**config.mk**
```make
export PLATFORM = sky130hd
export DESIGN_NAME = fcmp_pipe
export DESIGN_NICKNAME = d
export VERILOG_FILES = /design/src/rtl/fcmp_pipe.sv
export SDC_FILE = /design/constraint.sdc
export NUM_CORES = 1
export LEC_CHECK = 0
export ABC_AREA = 1
export BUFFER_PORTS_ARGS = -buffer_cell sky130_fd_sc_hd__buf_2
export CORE_ASPECT_RATIO = 0.7
export CORE_MARGIN = 8
export CORE_UTILIZATION = 40
export DETAILED_ROUTE_END_ITERATION = 8
export GPL_TIMING_DRIVEN = 0
export PLACE_DENSITY = 0.91
export SLEW_MARGIN = 20
export SYNTH_ARGS = -nofsm -noshare
export SYNTH_HDL_FRONTEND = slang
export SYNTH_SLANG_ARGS = --single-unit
```
**constraint.sdc**
```tcl
create_clock -name sys_clk -period 1.1 [get_ports sys_clk]
set_input_delay 0.11 -clock sys_clk [delete_from_list [all_inputs] [get_ports sys_clk]]
set_output_delay 0.11 -clock sys_clk [all_outputs]
set_load 0.05 [all_outputs]
```
**src/rtl/fcmp_pipe.sv**
```systemverilog
// fcmp_pipe: pipelined floating-point compare unit (FEQ / FLT / FLE).
//
// Operands are {sign, exp[EXP_W-1:0], man[MAN_W-1:0]}. Results leave on a
// valid/ready stream. The whole pipe advances or holds as one unit, and
// there is no bubble collapsing.
//
// Optional feature: define FCMP_NAN_EN to enable NaN detection, which gives
// unordered results and sets the invalid flag. Without it, all-ones exponents
// compare as ordinary magnitudes, and nv is raised only for the reserved op.
//
// Ports:
//   sys_clk    clock, rising edge
//   rst        asynchronous active-high reset
//   in_valid   operand beat valid
//   in_ready   unit accepts a beat this cycle (combinational)
//   op         00 FEQ, 01 FLT, 10 FLE, 11 reserved
//   x1, x2     operands a and b
//   y          compare result (registered)
//   nv         invalid-operation flag for this result (registered)
//   out_valid  result valid
//   out_ready  consumer accepts result
module fcmp_pipe #(
  parameter int EXP_W         = 8,
  parameter int MAN_W         = 23,
  parameter int STAGES        = 2,
  parameter int OUT_W         = 32,
  parameter int TRUE_ALL_ONES = 1
) (
  input  logic                   sys_clk,
  input  logic                   rst,
  input  logic                   in_valid,
  output logic                   in_ready,
  input  logic [1:0]             op,
  input  logic [EXP_W+MAN_W:0]   x1,
  input  logic [EXP_W+MAN_W:0]   x2,
  output logic [OUT_W-1:0]       y,
  output logic                   nv,
  output logic                   out_valid,
  input  logic                   out_ready
);

  localparam int W = 1 + EXP_W + MAN_W;

  localparam logic [OUT_W-1:0] ONE      = OUT_W'(1);
  localparam logic [OUT_W-1:0] ONES     = '1;
  localparam logic [OUT_W-1:0] TRUE_VAL = (TRUE_ALL_ONES != 0) ? ONES : ONE;

  typedef enum logic [1:0] {
    OP_FEQ = 2'b00,
    OP_FLT = 2'b01,
    OP_FLE = 2'b10,
    OP_RSV = 2'b11
  } op_e;

  // Maps the decoded compare bits to {result, nv} for the selected mode.
  function automatic logic [1:0] resolve(input logic [1:0] o,
                                         input logic eq,
                                         input logic lt,
                                         input logic nan,
                                         input logic snan);
    logic [1:0] r;
    case (op_e'(o))
      OP_FEQ:  r = {eq & ~nan, snan};
      OP_FLT:  r = {lt & ~nan, nan};
      OP_FLE:  r = {(lt | eq) & ~nan, nan};
      default: r = 2'b01;
    endcase
    return r;
  endfunction

  // ---------------------------------------------------------------------------
  // Operand decode
  // ---------------------------------------------------------------------------
  logic                   a_sign, b_sign;
  logic [EXP_W+MAN_W-1:0] a_mag, b_mag;
  logic                   a_zero, b_zero, both_zero;
  logic                   d_eq, d_lt, d_nan, d_snan;

`ifdef FCMP_NAN_EN
  logic a_nan, b_nan, a_snan, b_snan;
`endif

  always_comb begin
    a_sign    = x1[W-1];
    b_sign    = x2[W-1];
    a_mag     = x1[W-2:0];
    b_mag     = x2[W-2:0];
    a_zero    = (a_mag == '0);
    b_zero    = (b_mag == '0);
    both_zero = a_zero & b_zero;

    d_eq = (x1 == x2) | both_zero;

    if (both_zero)
      d_lt = 1'b0;
    else if (a_sign != b_sign)
      d_lt = a_sign;
    else if (!a_sign)
      d_lt = (a_mag < b_mag);
    else
      d_lt = (a_mag > b_mag);

`ifdef FCMP_NAN_EN
    a_nan  = (&x1[W-2:MAN_W]) & (|x1[MAN_W-1:0]);
    b_nan  = (&x2[W-2:MAN_W]) & (|x2[MAN_W-1:0]);
    a_snan = a_nan & ~x1[MAN_W-1];
    b_snan = b_nan & ~x2[MAN_W-1];
    d_nan  = a_nan | b_nan;
    d_snan = a_snan | b_snan;
`else
    d_nan  = 1'b0;
    d_snan = 1'b0;
`endif
  end

  // ---------------------------------------------------------------------------
  // Flow control: the whole pipe moves only when the output slot frees up.
  // ---------------------------------------------------------------------------
  logic advance;
  logic last_v, last_r, last_n;

  assign advance  = ~out_valid | out_ready;
  assign in_ready = advance & ~rst;

  generate
    if (STAGES == 1) begin : g_one
      // A single stage must already hold the final result so that y stays
      // registered; mode resolution therefore happens before the flop here.
      always_ff @(posedge sys_clk or posedge rst) begin
        if (rst) begin
          last_v <= 1'b0;
          last_r <= 1'b0;
          last_n <= 1'b0;
        end else if (advance) begin
          last_v           <= in_valid;
          {last_r, last_n} <= resolve(op, d_eq, d_lt, d_nan, d_snan);
        end
      end
    end else begin : g_multi
      logic             s1_v, s1_eq, s1_lt, s1_nan, s1_snan;
      logic [1:0]       s1_op;
      logic             s1_r, s1_n;
      logic [STAGES-2:0] v_q, r_q, n_q;
      logic [STAGES-1:0] v_cat, r_cat, n_cat;

      assign {s1_r, s1_n} = resolve(s1_op, s1_eq, s1_lt, s1_nan, s1_snan);

      // Stage-1 output is the entry point of the {valid, result, nv} shift
      // chain; the top bit of each concatenation is the last stage.
      assign v_cat = {v_q, s1_v};
      assign r_cat = {r_q, s1_r};
      assign n_cat = {n_q, s1_n};

      always_ff @(posedge sys_clk or posedge rst) begin
        if (rst) begin
          s1_v    <= 1'b0;
          s1_eq   <= 1'b0;
          s1_lt   <= 1'b0;
          s1_nan  <= 1'b0;
          s1_snan <= 1'b0;
          s1_op   <= '0;
          v_q     <= '0;
          r_q     <= '0;
          n_q     <= '0;
        end else if (advance) begin
          s1_v    <= in_valid;
          s1_eq   <= d_eq;
          s1_lt   <= d_lt;
          s1_nan  <= d_nan;
          s1_snan <= d_snan;
          s1_op   <= op;
          v_q     <= v_cat[STAGES-2:0];
          r_q     <= r_cat[STAGES-2:0];
          n_q     <= n_cat[STAGES-2:0];
        end
      end

      assign last_v = v_cat[STAGES-1];
      assign last_r = r_cat[STAGES-1];
      assign last_n = n_cat[STAGES-1];
    end
  endgenerate

  assign out_valid = last_v;
  assign nv        = last_n;
  assign y         = last_r ? TRUE_VAL : '0;

endmodule
```
==> results by group <==
Outcome
  – Outcome: finished, violations left
  – Failing checks: negative setup slack

Route
  – Post-detailed-routing wire length: 6910 um
  – Initial DRC Count: 91
  – Post-route ant nets: 0
  – Via count: 2119
  – First drt pass iteration count: 4
  – DRC: 0
  – DR WL/cell: 15.7 um
  – Vias/cell: 4.82

Pwr
  – Power, Total: 0.00435 W
  – Gate power share: 82.4%
  – Flop pwr share: 8.9%
  – Net Sw Frac: 51.7%
  – PD cells: 1400 nW/um2
  – Pint: 0.00210 W
  – P_sw: 0.00225 W
  – Clk network pwr share: 8.6%
  – P_leak: 1.63 nW
  – Peak VDD IR: 1.85 mV

Setup path
  – Critical Path Sink Type: output port
  – Worst setup path start: g_multi.r_q
  – Flop2flop setup slack: -0.03 ns
  – CP Cell Sequence: buf_8 > buf_4 > buf_6
  – Worst setup path endpoint: y[29]
  – Critical path's slowest cell: dfrtp_4
  – Crit Path Max Fanout: 16
  – CP Class: reg2out
  – Startpoint Class: flop
  – CP Data Required Time: 0.99 ns
  – Worst r2r src: out_valid
  – Data arrival, critical path: 1.18 ns
  – CP peak stage delay: 0.49 ns
  – R2R Path End: g_multi.s1_lt
  – Cells on worst reg2reg path: 8

Floorplanning
  – Die Span X: 93.4 um
  – Die ar.: 6550 um2
  – Core area: 3970 um2
  – Boundary pin count: 105
  – Die H: 70.1 um
  – Num rows: 19
  – Initial Util: 42.2%

Yosys
  – Post-synthesis average cell area: 6.21 um2
  – Syn nets: 371
  – Xor-xnor portion of the synthesized cell area: 0.523%
  – Synthesized area: 1680 um2
  – Proportion of synthesized area in mux cells: 0%
  – Yosys cell types: 20
  – Largest family of logic cells by synthesized area: simple AND/OR/NAND/NOR gates
  – Post-synth top area cell: ha_1
  – Post-synth top area share: 23.2%
  – Mapped Cells: 270
  – Post-synthesis compound-gate area fraction: 6.42%
  – #FFs+latches synth: 8
  – Simple-gate share of the synthesized area: 31.7%
  – Adder-Cell Fraction of Synth Area: 23.2%
  – Yosys Warn Count: 0
  – Sequential area share after synthesis: 11.9%
  – Dominant cells by area after synthesis: ha_1, nand2_1, buf_4

Cells and area
  – Layout cells sized above 1: 62.4%
  – Final instance area: 3110 um2
  – Syn-to-layout area delta: 85.7%
  – Diodes inserted: 0
  – Layout net count: 490
  – Filler instances: 240

STA
  – Final WS setup: -0.186 ns
  – Final hold viol count: 0
  – Period utilization: 117%
  – Slew Viols, Final: 0
  – Post-Route Setup TNS: -5.76 ns
  – Fmax: 778 MHz
  – Worst hold slack: 0.0911 ns
  – RSZ-0062 raised after global routing: true
  – Final setup fails: 35
  – Clk_skew: 0.00863 ns
  – Worst slew margin: 79.9%
  – Worst Tran Pin Value: 0.301 ns
  – Tmin final: 1.29 ns

Placement
  – Placed Area: 2530 um2
  – I/O Buffers: 104
  – DP Wirelength: 4820 um
  – Routability congestion estimate: 0.861

Job
  – Max Cap Viol: 0

Clock tree
  – H-tree depth: 1
  – Clk buf depth: 2
  – CTS buffer count: 3
  – Clk root buf: clkbuf_8
  – Clk sinks: 8
  – Clock transition at path regs: 0.05 ns
  – CTS tree: built
  – Worst-Skew Late Latency: 0.24 ns

GRT
  – Overall Global Routing Usage: 19.4%
  – Largest net degree at the start of global routing: 18
  – Number of global-route vias before repair: 2184
  – GR Overflow Total: 0
  – Initial antenna violation count: 0
  – First-pass GRT wire length: 10400 um

Worst hold path
  – Tightest Hold Check Type: in2reg
-- critical path, delay by kind of cell, from the launching register on --
kind                   cells  cell delay (ns)
flip-flops                 1             0.49
buffers and inverters      3             0.44
-- logic make-up (layout without fill, tap and decap cells) --
| group | after synthesis | count (layout) |
|---|---|---|
| adder cells (fa/ha/maj) | 31 | 31 |
| flip-flops | 8 | 8 |
| buffers and inverters | 85 | 203 |
| AND/OR/NAND/NOR | 126 | 126 |
| XOR/XNOR | 1 | 1 |
| AO/OA/AOI/OAI | 19 | 19 |
-- flip-flops by register name, indices dropped and copies added, names as in the netlist --
register	count
nv	1
g_multi.r_q	1
out_valid	1
g_multi.s1_eq	1
g_multi.s1_op	2
g_multi.s1_v	1
g_multi.s1_lt	1
-- per-stage QoR --
step,utilization (%),setup slack [ns],instances
2_1_floorplan,-,-0.0887,270
3_3_place_gp,63.7,-0.333,426
3_5_place_dp,63.7,-0.349,426
4_1_cts,76.5,-0.181,439
5_1_grt,78.4,-0.220,440
6_report,78.4,-0.186,440
-- how the worst min path moves through the flow --
stage / start / cells past startpoint / slack, ns / to
after floorplan: rst / 1 / -0.07 / g_multi.s1_eq
final: op[1] / 3 / 0.09 / g_multi.s1_op[1]
after global placement: rst / 2 / 0.07 / g_multi.s1_eq
after detailed placement: rst / 2 / 0.08 / g_multi.s1_eq
after global routing: op[0] / 3 / 0.09 / g_multi.s1_op[0]
after CTS: op[1] / 3 / 0.09 / g_multi.s1_op[1]
-- cells in the mapped netlist, drive strengths merged --
master	number
a21oi	13
inv	53
nand3	3
a21o	2
o21ai	3
nand4	9
buf	32
nand2	72
nand3b	1
a22o	1
xor2	1
nor2	41
ha	31
dfrtp	8
-- layout make-up --
type,count,area (um2),area share [%]
Sequential cell,8,205,6.59
Inverter,53,214,6.88
Timing Repair Buffer,114,897,28.8
Tap cell,52,65.1,2.09
Clock buffer,4,45.0,1.45
Buffer,32,244,7.84
Multi-Input combinational cell,177,1440,46.3
-- cell usage in the layout, fill, tap and decap left out, types with 7 or more instances in the layout --
cell,Yosys,layout
inv_1,45,21
ha_1,31,8
buf_2,0,60
nand4_1,8,8
nand2_1,70,57
buf_6,0,42
nand2_2,2,11
buf_4,32,39
inv_2,8,26
nor2_2,4,7
ha_4,0,23
a21oi_2,1,9
nor2_1,36,30
-- power by group through the flow --
stage	clock network, W	registers (W)	logic, W
global route	0.000422	0.000393	0.00375
detailed placement	0	0.000454	0.00271
floorplan	0	0.000477	0.00207
finish	0.000376	0.000388	0.00359
CTS	0.000383	0.000387	0.00345
global placement	0	0.000444	0.00266
-- per-layer routing --
metal	part of all wire [%]	vias to the layer above	track usage [%]	routed length, um
met3	7.5	18	3.95	517
met2	51	104	35.6	3550
met1	38	956	21.5	2650
met4	2.8	0	6.05	193
li1	-	1041	-	-
met5	0	-	0	0
-- repair_timing --
action                     4_1_cts  5_1_grt
gates resized for setup        101       24
setup endpoints to repair       35       35
setup buffers                    8        1
hold endpoints to repair         8        0
pin swaps                       28       19
hold buffers                     1        0
Power figures use the tool's default switching activity.
